===== src/rtl/issue_queue_if.sv =====
// Handshake bundle between decode, the scoreboard and the functional-unit dispatch.
// The slave side is the issue buffer; the master side is whoever drives decode/scoreboard inputs.
interface issue_queue_if #(
    parameter int PAYLOAD_WIDTH     = 64,
    parameter int FUNC_UNIT_OP_SIZE = 3,
    parameter int STALL_CNT_WIDTH   = 16
);
    logic                             in_valid;
    logic [PAYLOAD_WIDTH-1:0]         in_payload;
    logic [FUNC_UNIT_OP_SIZE-1:0]     in_func_unit;
    logic                             in_ready;
    logic                             head_valid;
    logic [PAYLOAD_WIDTH-1:0]         head_payload;
    logic [FUNC_UNIT_OP_SIZE-1:0]     head_func_unit;
    logic                             resource_stall;
    logic                             issue;
    logic                             flush;
    logic                             disp_valid;
    logic [PAYLOAD_WIDTH-1:0]         disp_payload;
    logic [(1<<FUNC_UNIT_OP_SIZE)-1:0] disp_unit_sel;
    logic [STALL_CNT_WIDTH-1:0]       stall_cycles;

    modport master (
        output in_valid, in_payload, in_func_unit, resource_stall, flush,
        input  in_ready, head_valid, head_payload, head_func_unit, issue,
               disp_valid, disp_payload, disp_unit_sel, stall_cycles
    );

    modport slave (
        input  in_valid, in_payload, in_func_unit, resource_stall, flush,
        output in_ready, head_valid, head_payload, head_func_unit, issue,
               disp_valid, disp_payload, disp_unit_sel, stall_cycles
    );
endinterface


===== src/rtl/issue_queue.sv =====
// Two-entry in-order issue buffer: holds decoded instructions, issues the head when the
// scoreboard allows, and launches it through a one-cycle registered dispatch slot.
module issue_queue #(
    parameter int PAYLOAD_WIDTH     = 64,
    parameter int FUNC_UNIT_OP_SIZE = 3,
    parameter int STALL_CNT_WIDTH   = 16
) (
    input  logic          clk,
    input  logic          reset,
    issue_queue_if.slave  bus
);
    localparam int NUM_UNITS = 1 << FUNC_UNIT_OP_SIZE;

    logic [PAYLOAD_WIDTH-1:0]     entry_payload_reg [2];
    logic [FUNC_UNIT_OP_SIZE-1:0] entry_unit_reg    [2];
    logic                         rd_ptr_reg;
    logic                         wr_ptr_reg;
    logic [1:0]                   count_reg;
    logic [1:0]                   count_next;

    logic                         disp_valid_reg;
    logic [PAYLOAD_WIDTH-1:0]     disp_payload_reg;
    logic [FUNC_UNIT_OP_SIZE-1:0] disp_unit_reg;
    logic [STALL_CNT_WIDTH-1:0]   stall_cycles_reg;

    logic head_valid;
    logic in_ready;
    logic issue;
    logic enq;

    // in_ready looks only at the registered count, so a full buffer never accepts
    // in the same cycle its head leaves.
    assign head_valid = (count_reg != 2'd0);
    assign in_ready   = (count_reg != 2'd2) && !bus.flush;
    assign issue      = head_valid && !bus.resource_stall && !bus.flush;
    assign enq        = bus.in_valid && in_ready;

    always_comb begin
        count_next = count_reg;
        if (enq && !issue) begin
            count_next = count_reg + 2'd1;
        end else if (!enq && issue) begin
            count_next = count_reg - 2'd1;
        end
    end

    always_ff @(posedge clk) begin
        if (enq) begin
            entry_payload_reg[wr_ptr_reg] <= bus.in_payload;
            entry_unit_reg[wr_ptr_reg]    <= bus.in_func_unit;
        end
    end

    always_ff @(posedge clk) begin
        if (reset || bus.flush) begin
            count_reg  <= 2'd0;
            rd_ptr_reg <= 1'b0;
            wr_ptr_reg <= 1'b0;
        end else begin
            count_reg <= count_next;
            if (enq) begin
                wr_ptr_reg <= ~wr_ptr_reg;
            end
            if (issue) begin
                rd_ptr_reg <= ~rd_ptr_reg;
            end
        end
    end

    // issue is already suppressed by flush, so the slot empties on a flush too.
    always_ff @(posedge clk) begin
        if (reset) begin
            disp_valid_reg   <= 1'b0;
            disp_payload_reg <= '0;
            disp_unit_reg    <= '0;
        end else begin
            disp_valid_reg <= issue;
            if (issue) begin
                disp_payload_reg <= entry_payload_reg[rd_ptr_reg];
                disp_unit_reg    <= entry_unit_reg[rd_ptr_reg];
            end
        end
    end

    always_ff @(posedge clk) begin
        if (reset) begin
            stall_cycles_reg <= '0;
        end else if (head_valid && bus.resource_stall && !bus.flush && !(&stall_cycles_reg)) begin
            stall_cycles_reg <= stall_cycles_reg + 1'b1;
        end
    end

    for (genvar gi = 0; gi < NUM_UNITS; gi++) begin : g_unit_sel
        assign bus.disp_unit_sel[gi] = disp_valid_reg &&
                                       (disp_unit_reg == FUNC_UNIT_OP_SIZE'(gi));
    end

    assign bus.in_ready       = in_ready;
    assign bus.head_valid     = head_valid;
    assign bus.head_payload   = entry_payload_reg[rd_ptr_reg];
    assign bus.head_func_unit = entry_unit_reg[rd_ptr_reg];
    assign bus.issue          = issue;
    assign bus.disp_valid     = disp_valid_reg;
    assign bus.disp_payload   = disp_payload_reg;
    assign bus.stall_cycles   = stall_cycles_reg;
endmodule


===== src/flat_wrapper.sv =====
// flat-port wrapper written by rule: the top's interface ports become plain ports
module issue_queue_flat 
#(
    parameter int PAYLOAD_WIDTH     = 64,
    parameter int FUNC_UNIT_OP_SIZE = 3,
    parameter int STALL_CNT_WIDTH   = 16
)
  (clk, reset, bus_in_valid, bus_in_payload, bus_in_func_unit, bus_resource_stall, bus_flush, bus_in_ready, bus_head_valid, bus_head_payload, bus_head_func_unit, bus_issue, bus_disp_valid, bus_disp_payload, bus_disp_unit_sel, bus_stall_cycles);
  issue_queue_if #(.PAYLOAD_WIDTH(PAYLOAD_WIDTH), .FUNC_UNIT_OP_SIZE(FUNC_UNIT_OP_SIZE), .STALL_CNT_WIDTH(STALL_CNT_WIDTH)) bus_i ();
  input  logic clk;
  input  logic reset;
  input wire logic [$bits(bus_i.in_valid)-1:0] bus_in_valid;
  input wire logic [$bits(bus_i.in_payload)-1:0] bus_in_payload;
  input wire logic [$bits(bus_i.in_func_unit)-1:0] bus_in_func_unit;
  input wire logic [$bits(bus_i.resource_stall)-1:0] bus_resource_stall;
  input wire logic [$bits(bus_i.flush)-1:0] bus_flush;
  output wire logic [$bits(bus_i.in_ready)-1:0] bus_in_ready;
  output wire logic [$bits(bus_i.head_valid)-1:0] bus_head_valid;
  output wire logic [$bits(bus_i.head_payload)-1:0] bus_head_payload;
  output wire logic [$bits(bus_i.head_func_unit)-1:0] bus_head_func_unit;
  output wire logic [$bits(bus_i.issue)-1:0] bus_issue;
  output wire logic [$bits(bus_i.disp_valid)-1:0] bus_disp_valid;
  output wire logic [$bits(bus_i.disp_payload)-1:0] bus_disp_payload;
  output wire logic [$bits(bus_i.disp_unit_sel)-1:0] bus_disp_unit_sel;
  output wire logic [$bits(bus_i.stall_cycles)-1:0] bus_stall_cycles;
  assign bus_i.in_valid = bus_in_valid;
  assign bus_i.in_payload = bus_in_payload;
  assign bus_i.in_func_unit = bus_in_func_unit;
  assign bus_i.resource_stall = bus_resource_stall;
  assign bus_i.flush = bus_flush;
  assign bus_in_ready = bus_i.in_ready;
  assign bus_head_valid = bus_i.head_valid;
  assign bus_head_payload = bus_i.head_payload;
  assign bus_head_func_unit = bus_i.head_func_unit;
  assign bus_issue = bus_i.issue;
  assign bus_disp_valid = bus_i.disp_valid;
  assign bus_disp_payload = bus_i.disp_payload;
  assign bus_disp_unit_sel = bus_i.disp_unit_sel;
  assign bus_stall_cycles = bus_i.stall_cycles;
  issue_queue #(.PAYLOAD_WIDTH(PAYLOAD_WIDTH), .FUNC_UNIT_OP_SIZE(FUNC_UNIT_OP_SIZE), .STALL_CNT_WIDTH(STALL_CNT_WIDTH)) u_core (.clk(clk), .reset(reset), .bus(bus_i));
endmodule

===== config.mk =====
export PLATFORM = sky130hd
export DESIGN_NAME = issue_queue_flat
export DESIGN_NICKNAME = d
export VERILOG_FILES = /design/src/rtl/issue_queue_if.sv /design/src/rtl/issue_queue.sv /design/src/flat_wrapper.sv
export SDC_FILE = /design/constraint.sdc
export NUM_CORES = 1
export LEC_CHECK = 0
export CAP_MARGIN = 10
export CORE_MARGIN = 1
export CORE_UTILIZATION = 52
export DETAILED_ROUTE_END_ITERATION = 10
export PLACE_DENSITY_LB_ADDON = 0.05
export SYNTH_ARGS = -nofsm -noshare
export SYNTH_HDL_FRONTEND = slang
export SYNTH_SLANG_ARGS = --single-unit
export TNS_END_PERCENT = 20

===== constraint.sdc =====
create_clock -name clk -period 16 [get_ports clk]
set_input_delay 4.8 -clock clk [delete_from_list [all_inputs] [get_ports clk]]
set_output_delay 4.8 -clock clk [all_outputs]
set_load 0.05 [all_outputs]

# After elaboration in Yosys (flattened, before gate mapping)
# Memory sizes are Yosys's and may differ from the RTL's. A register that Yosys moved wholly into a read port is not among the register bits.
# Index checks and enable logic that the tools add are counted.
[totals]
register_bits = 88
latchBits = 0
ram_bits = 134
rom_bits = 0
output_inout_bits = 159
wordCells = 57
mem_count = 2
[memory_table]
columns = ["name", "words", "word_bits", "read_ports", "rd_clocked_by_memory_dff", "wr", "line_no", "rtl"]
rows = [
  ["u_core.entry_payload_reg", 2, 64, 1, 1, 1, "issue_queue.sv:14", "logic [PAYLOAD_WIDTH-1:0] entry_payload_reg [2];"],
  ["u_core.entry_unit_reg", 2, 3, 1, 1, 1, "issue_queue.sv:15", "logic [FUNC_UNIT_OP_SIZE-1:0] entry_unit_reg [2];"],
]
[classes]
add_sub_neg = 3
n_mul = 0
div = 0
n_lt_le_gt_ge = 0
eq_ne = 8
shift = 0
muxes = 8
bitwise_logic = 2
n_reduce_logical = 27
[ops]
columns = ["operator", "count"]
rows = [
  ["$logic_and 1x1->1", 17],
  ["$add 16x1->16 const B", 1],
  ["$reduce_and 16->1", 1],
  ["$eq 3x3->1 const B", 4],
  ["$eq 3x2->1 const B", 2],
  ["$mux 1", 6],
  ["$logic_not 1->1", 5],
  ["$mux 2", 2],
  ["$reduce_bool 2->1", 2],
  ["$eq 3x1->1 const B", 1],
  ["$logic_not 3->1", 1],
  ["$add 2x1->2 const B", 1],
  ["$ne 2x2->1 const B", 1],
  ["$not 1->1", 2],
  ["$sub 2x1->2 const B", 1],
  ["$logic_or 1x1->1", 1],
]

# Longest topological paths before layout
[logic_depth]
ltp_word = 7
ltp_mapped = 8
mapped_depth_nobuf = 7

# Worst setup path after synthesis
# No wires, ideal clock.
[synth_timing]
kind = "input-to-output"
startpoint = "input bus_flush"
endpoint = "output bus_in_ready"
t_arrival_ns = 5.677
setup_slack_ns = 5.523
path_stages = 2
n_path_buf = 1
path_cell_list = "buf_6 a21oi_1"
[synth_between]
elab_chain_len = 2
[synth_lines]
columns = ["item", "line_no", "rtl"]
rows = [
  ["start: declaration", "flat_wrapper.sv:16", "input wire logic [$bits(bus_i.flush)-1:0] bus_flush;"],
  ["$logic_not 1->1", "issue_queue.sv:34", "assign in_ready = (count_reg != 2'd2) && !bus.flush;"],
  ["$logic_and 1x1->1", "issue_queue.sv:34", ""],
  ["end: declaration", "flat_wrapper.sv:17", "output wire logic [$bits(bus_i.in_ready)-1:0] bus_in_ready;"],
]
# No other way between the ends.

# Final worst setup path
[layout_timing]
startpoint = "input bus_flush"
endpoint = "output bus_issue"
[layout_between]
elab_chain_len = 2
[layout_lines]
columns = ["item", "line_no", "rtl"]
rows = [
  ["$logic_not 1->1", "issue_queue.sv:35", "assign issue = head_valid && !bus.resource_stall && !bus.flush;"],
  ["$logic_and 1x1->1", "issue_queue.sv:35", ""],
  ["end: declaration", "flat_wrapper.sv:21", "output wire logic [$bits(bus_i.issue)-1:0] bus_issue;"],
]
# No other way between the ends.

==> results.sh <==
export IMPL_synth_edf_count=134
export IMPL_via_per_inst=5.165
export IMPL_vdd_ir_drop_max_mv=0.07242
export IMPL_cts_tree="built"
export IMPL_yosysWarningCount=0
export IMPL_io_buffers=230
export IMPL_critPathKind="primary input to output port"
export IMPL_drt_met1_wl_um=7499
export IMPL_die_area_um2=16670
export IMPL_cts_buffers=22
export IMPL_async_flop_share=0
export IMPL_finalNetCount=873
export IMPL_max_cap_viol_count=0
export IMPL_slowest_delay_ns=0.90
export IMPL_ctsHoldBuffers=0
export IMPL_ys_seq_area_frac=0.6909
export IMPL_finalCritPeriodShare=0.7469
export IMPL_drt_iter0_drc=182
export IMPL_finalSetupViolCount=0
export IMPL_status="complete, no violations"
export IMPL_clkTransAtPathRegs_ns=0.06
export IMPL_overflow=0
export IMPL_io_pins=231
export IMPL_cts_buffer_depth=3
export IMPL_yosysUniqueCellTypes=37
export IMPL_rsz0062_at_grt="false"
export IMPL_crit_arrival_ns=7.15
export IMPL_avgSynthCellArea_um2=14.72
export IMPL_fin_skew_ns=0.01277
export IMPL_globalplace_congestion=0.8092
export IMPL_dr_max_layer_used="met4"
export IMPL_start_util=0.5309
export IMPL_antenna_found_initial=1
export IMPL_n_fill_cell=1024
export IMPL_crit_path_start_kind="primary input"
export IMPL_power_density_nw_per_um2=108.7
export IMPL_worst_r2r_cell_count=4
export IMPL_tightestPinTransition_ns=1.081
export IMPL_ctsResizeCount=0
export IMPL_timing_final_crit_period_ns=11.95
export IMPL_crit_path_frequent_cell="clkdlybuf4s50_1"
export IMPL_fin_ws_ns=4.050
export IMPL_cts_htree_levels=1
export IMPL_hold_viol_final=0
export IMPL_die_y_um=129.1
export IMPL_grt_max_degree=102
export IMPL_die_x_um=129.1
export IMPL_antenna_left=0
export IMPL_track_usage=0.2100
export IMPL_vias=5320
export IMPL_post_route_util=0.7311
export IMPL_maxSlewHeadroom=0.2793
export IMPL_drt_pass1_iterations=5
export IMPL_core_um2=15830
export IMPL_yosys_register_bits=223
export IMPL_endpoint_kind="output port"
export IMPL_whs_path_depth=2
export IMPL_grt_pass1_vias=5343
export IMPL_grt_first_pass_wirelength_um=27000
export IMPL_insertion_delay_ns=0.50
export IMPL_rows=46
export IMPL_drc=0
export IMPL_slew_violations=0
export IMPL_hold_slack_ns=0.4890
export IMPL_layout_commonest_cell="clkdlybuf4s50_1"
export IMPL_syn_nets=645
export IMPL_tns_ns=0
export IMPL_dp_slack_ns=4.018
export IMPL_wl_per_cell_um=17.26
export IMPL_drive_gt1_frac=0.1476
export IMPL_largest_register_ffs=128
export IMPL_total_power_w=0.001258
export IMPL_clock_tree_root_cell="clkbuf_16"
export IMPL_fmax_ghz=0.08368
export IMPL_netlist_area_um2=8403
export IMPL_dr_wl_met2_um=8691
export IMPL_post_dp_hpwl_um=11370
export IMPL_wl_um=17780
export IMPL_final_cell_mix="229 x clkdlybuf4s50_1, 134 x edfxtp_1, 88 x nor2_1, 88 x dfxtp_1, 77 x mux2_2"
export IMPL_ys_flop_type="edfxtp_1"
export IMPL_clock_sinks=223
export IMPL_met3_wirelength_um=1193
export IMPL_cp_slowest_cell="clkdlybuf4s50_1"
export IMPL_synthCells=571
export IMPL_path_cells="clkdlybuf4s50_1, o21ba_4, nand2b_1, inv_4, clkdlybuf4s50_1"
export IMPL_p_leak_nw=3.881
export IMPL_crit_fanout=27
export IMPL_area_growth_pct=37.70
export IMPL_hold_class="flip-flop to flip-flop"
export IMPL_critPathRequiredTime_ns=11.20
export IMPL_cts_setup_buffers=0
## path summary, 6_finish.rpt
check                                         end  slack (ns)                   startpoint
hold reg to reg       u_core.bus.disp_payload[10]        0.49  u_core.bus.disp_payload[10]
setup reg to reg  u_core.entry_payload_reg[0][44]       13.44          u_core.count_reg[0]
setup / recovery                        bus_issue        4.05                    bus_flush
hold / removal        u_core.bus.disp_payload[10]        0.49  u_core.bus.disp_payload[10]
## routing by layer
layer  vias to the layer above  track usage
met4                         0      0.07405
met2                       182       0.3605
li1                       2526            -
met5                         -            0
met3                        35      0.04955
met1                      2577       0.2601
## worst max-delay path, delay by kind of cell
| family | cells | cell delay (ns) |
|---|---|---|
| buffers and inverters | 3 | 1.85 |
| AOI/OAI and AO/OA | 1 | 0.35 |
| and+or+nand+nor | 1 | 0.13 |
## where the power goes
group | switching (W) | internal [W]
sequential | 0.00000545 | 0.000624
clock | 0.000204 | 0.000302
combinational | 0.0000743 | 0.0000485
total | 0.000284 | 0.000974
## synthesized netlist by cell type, drive strengths merged (4+ instances only)
cell type,number,area [um2]
nand2,9,33.78
nor4,6,37.54
nand4,4,40.04
dfxtp,89,1782
nor2,88,330.3
a211oi,4,30.03
nand3,4,20.02
clkbuf,13,48.80
edfxtp,134,4024
a21oi,6,30.03
nor3,9,56.31
inv,5,18.76
mux2i,68,680.7
nand2b,7,43.79
buf,15,103.9
nor2b,10,62.56
mux2,77,867.1
## through the flow
step	instances	cell area (um2)
after floorplan	571	8403
after detailed placement	991	10850
after global placement	991	10850
after global routing	1030	11570
after CTS	1029	11570
final	1030	11570
## cells by family after synthesis
family / count (synthesis) / synth area share
flops: 223 / 0.6909
simple gates: 146 / 0.08205
mux: 145 / 0.1842
buf+inv: 33 / 0.02040
compound gates: 17 / 0.01429
xor+xnor: 5 / 0.005212
fa+ha+maj: 2 / 0.002977
## cell type report
type                    count  area (um2)  share of cell area
flip-flops and latches    223        5809              0.5021
multi-input cells         315        2436              0.2105
repair buffers            232        2315              0.2000
clock buffers              33       664.4             0.05742
well taps                 216       270.3             0.02336
clock inverters             5       52.55            0.004542
inverters                   5       21.27            0.001838
diodes                      1       2.502           0.0002163
(Power assumes the default switching activity.)
==> variant, RTL diff (same flow settings) <==
`FUNC_UNIT_OP_SIZE` is set to 3 in 3 places; all go to 4.
--- a/src/rtl/issue_queue_if.sv
+++ b/src/rtl/issue_queue_if.sv
@@ -3,5 +3,5 @@
 interface issue_queue_if #(
     parameter int PAYLOAD_WIDTH     = 64,
-    parameter int FUNC_UNIT_OP_SIZE = 3,
+    parameter int FUNC_UNIT_OP_SIZE = 4,
     parameter int STALL_CNT_WIDTH   = 16
 );
--- a/src/rtl/issue_queue.sv
+++ b/src/rtl/issue_queue.sv
@@ -3,5 +3,5 @@
 module issue_queue #(
     parameter int PAYLOAD_WIDTH     = 64,
-    parameter int FUNC_UNIT_OP_SIZE = 3,
+    parameter int FUNC_UNIT_OP_SIZE = 4,
     parameter int STALL_CNT_WIDTH   = 16
 ) (
--- a/src/flat_wrapper.sv
+++ b/src/flat_wrapper.sv
@@ -3,5 +3,5 @@
 #(
     parameter int PAYLOAD_WIDTH     = 64,
-    parameter int FUNC_UNIT_OP_SIZE = 3,
+    parameter int FUNC_UNIT_OP_SIZE = 4,
     parameter int STALL_CNT_WIDTH   = 16
 )
Interface: changed (resized bus_disp_unit_sel, bus_head_func_unit and bus_in_func_unit); port bits go from 231 to 241. No check against the original RTL was run, so the function may have changed too.
==> variant against the unedited design <==
  * Sequential cell count rose by 3
  * Global-route usage rose by 1.8 points
  * Total power rose by 3.1%
  * Synthesized area is 0.74% higher
  * Largest cell class unchanged
  * Worst setup slack better by 500 ps
  * Wire length is 8.6% higher
  * Cell area grew 1.6%
==> variant: results (changes against the unedited design) <==
[grt]
grt_usage_pct = 22.80  ; +1.8 points
grt_first_pass_wirelength_mm = 29.73  ; +10%
grt_pass1_vias = 6058  ; +13%
grt_max_degree = 92  ; -9.8%
antenna_found_initial = 0  ; -1

[place]
gp_congestion = 0.8268  ; +2.2%
dp_slack_ps = 4532  ; +514.3 ps
dpl.hpwl_mm = 12.59  ; +11%
io_buffers = 240  ; +4.3%

[drt]
drtIter0Drc = 309  ; +70%
wl_per_cell_um = 17.22  ; -0.25%
avgViaCountPerCell = 5.312  ; +2.8%

[synthesis]
seq_area_frac_synth_pct = 69.52  ; +0.44 points
ys_top_cells_by_count = nor2_1, edfxtp_1, dfxtp_1, nor3_1, mux2_2
syn_nets = 729  ; +13%
synth.top_cells.by_area = edfxtp_1, dfxtp_1, mux2_2, nor2_1, nor3_1
synth_edf_count = 136  ; +1.5%
synth_cell_types = 47  ; +27%

[clock_network]
cts.repair.resized = 0  ; unchanged
cts_root_buf = clkbuf_16
cts_made_buffers = 24  ; +9.1%

[sta]
relSlewSlack_pct = 28.44  ; +0.51 points
fin_worst_skew_ps = 18.62  ; +5.853 ps

[worst_setup_path]
cp.arrival_ps = 6650  ; -500 ps
reg2reg_from = u_core.count_reg[0]
critPathMaxFanout = 8  ; -70%

[final_layout]
antennaDiodeCount = 0  ; -1
fin_nets = 962  ; +10%
n_fill_cell = 1084  ; +5.9%
post_route_cells_drive_above_1_share_pct = 13.37  ; -1.4 points

[power_and_ir_drop]
ir_drop_v = 0.00008313  ; +15%
power_leakage_uw = 0.003911  ; +0.76%

[hold_path]
hp-class = register to register
min-delay-start = u_core.bus.disp_payload[25]

[outcome]
status = completed

## variant: area by class of cell
| type | count | area share (%) |
|---|---|---|
| timing repair buffer | 244 | 20.66 |
| clock buffer | 37 | 6.048 |
| sequential | 226 | 50.12 |
| tap | 216 | 2.300 |
| clock inverter | 7 | 0.3301 |
| multi-input combinational | 385 | 20.36 |
| inverter | 6 | 0.1917 |
## variant: logic make-up (layout without fill, tap and decap cells)
logic type               after synthesis  after routing  share of synthesized area (%)
adder cells (fa/ha/maj)                2              2                         0.2955
AND/OR/NAND/NOR                      270            270                          14.68
XOR/XNOR                               5              5                         0.5174
buffers and inverters                 43            294                          2.365
flip-flops                           226            226                          69.52
AO/OA/AOI/OAI                         31             31                          2.498
multiplexers                          77             77                          10.12
## variant: metrics by stage
| step | std cells | instance area [µm²] |
|---|---|---|
| final | 1121 | 11750 |
| after global placement | 1077 | 11000 |
| after CTS | 1121 | 11750 |
| after detailed placement | 1077 | 11000 |
| after floorplan | 654 | 8466 |
| after global routing | 1121 | 11750 |
## variant: worst max-delay path: stages
cell and delay [ps]:
clkdlybuf4s50_1 540, o21ba_4 340, nand2b_2 100, inv_2 70
clkdlybuf4s50_1 800
## variant: path summary, 6_finish.rpt
check,to,slack (ps),depth (start not counted)
worst max-delay path,bus_issue,4550,5
worst min-delay path,u_core.bus.disp_payload[25],490,2
worst max register to register,u_core.entry_payload_reg[0][4],13090,4
worst min register to register,u_core.bus.disp_payload[25],490,2
## variant: where the power goes
group / total [µW] / switching [µW] / leakage, µW / internal, µW
sequential: 641 / 6.87 / 0.00198 / 634
clock: 517 / 211 / 0.000374 / 306
combinational: 139 / 86.1 / 0.00156 / 52.7
## variant: routing by layer
metal	vias up	GRT usage [%]	wire length, µm
met3	37	4.996	1371
met5	-	0	0
li1	2817	-	-
met1	2875	25.86	7526
met2	226	41.81	9910
met4	0	8.687	495
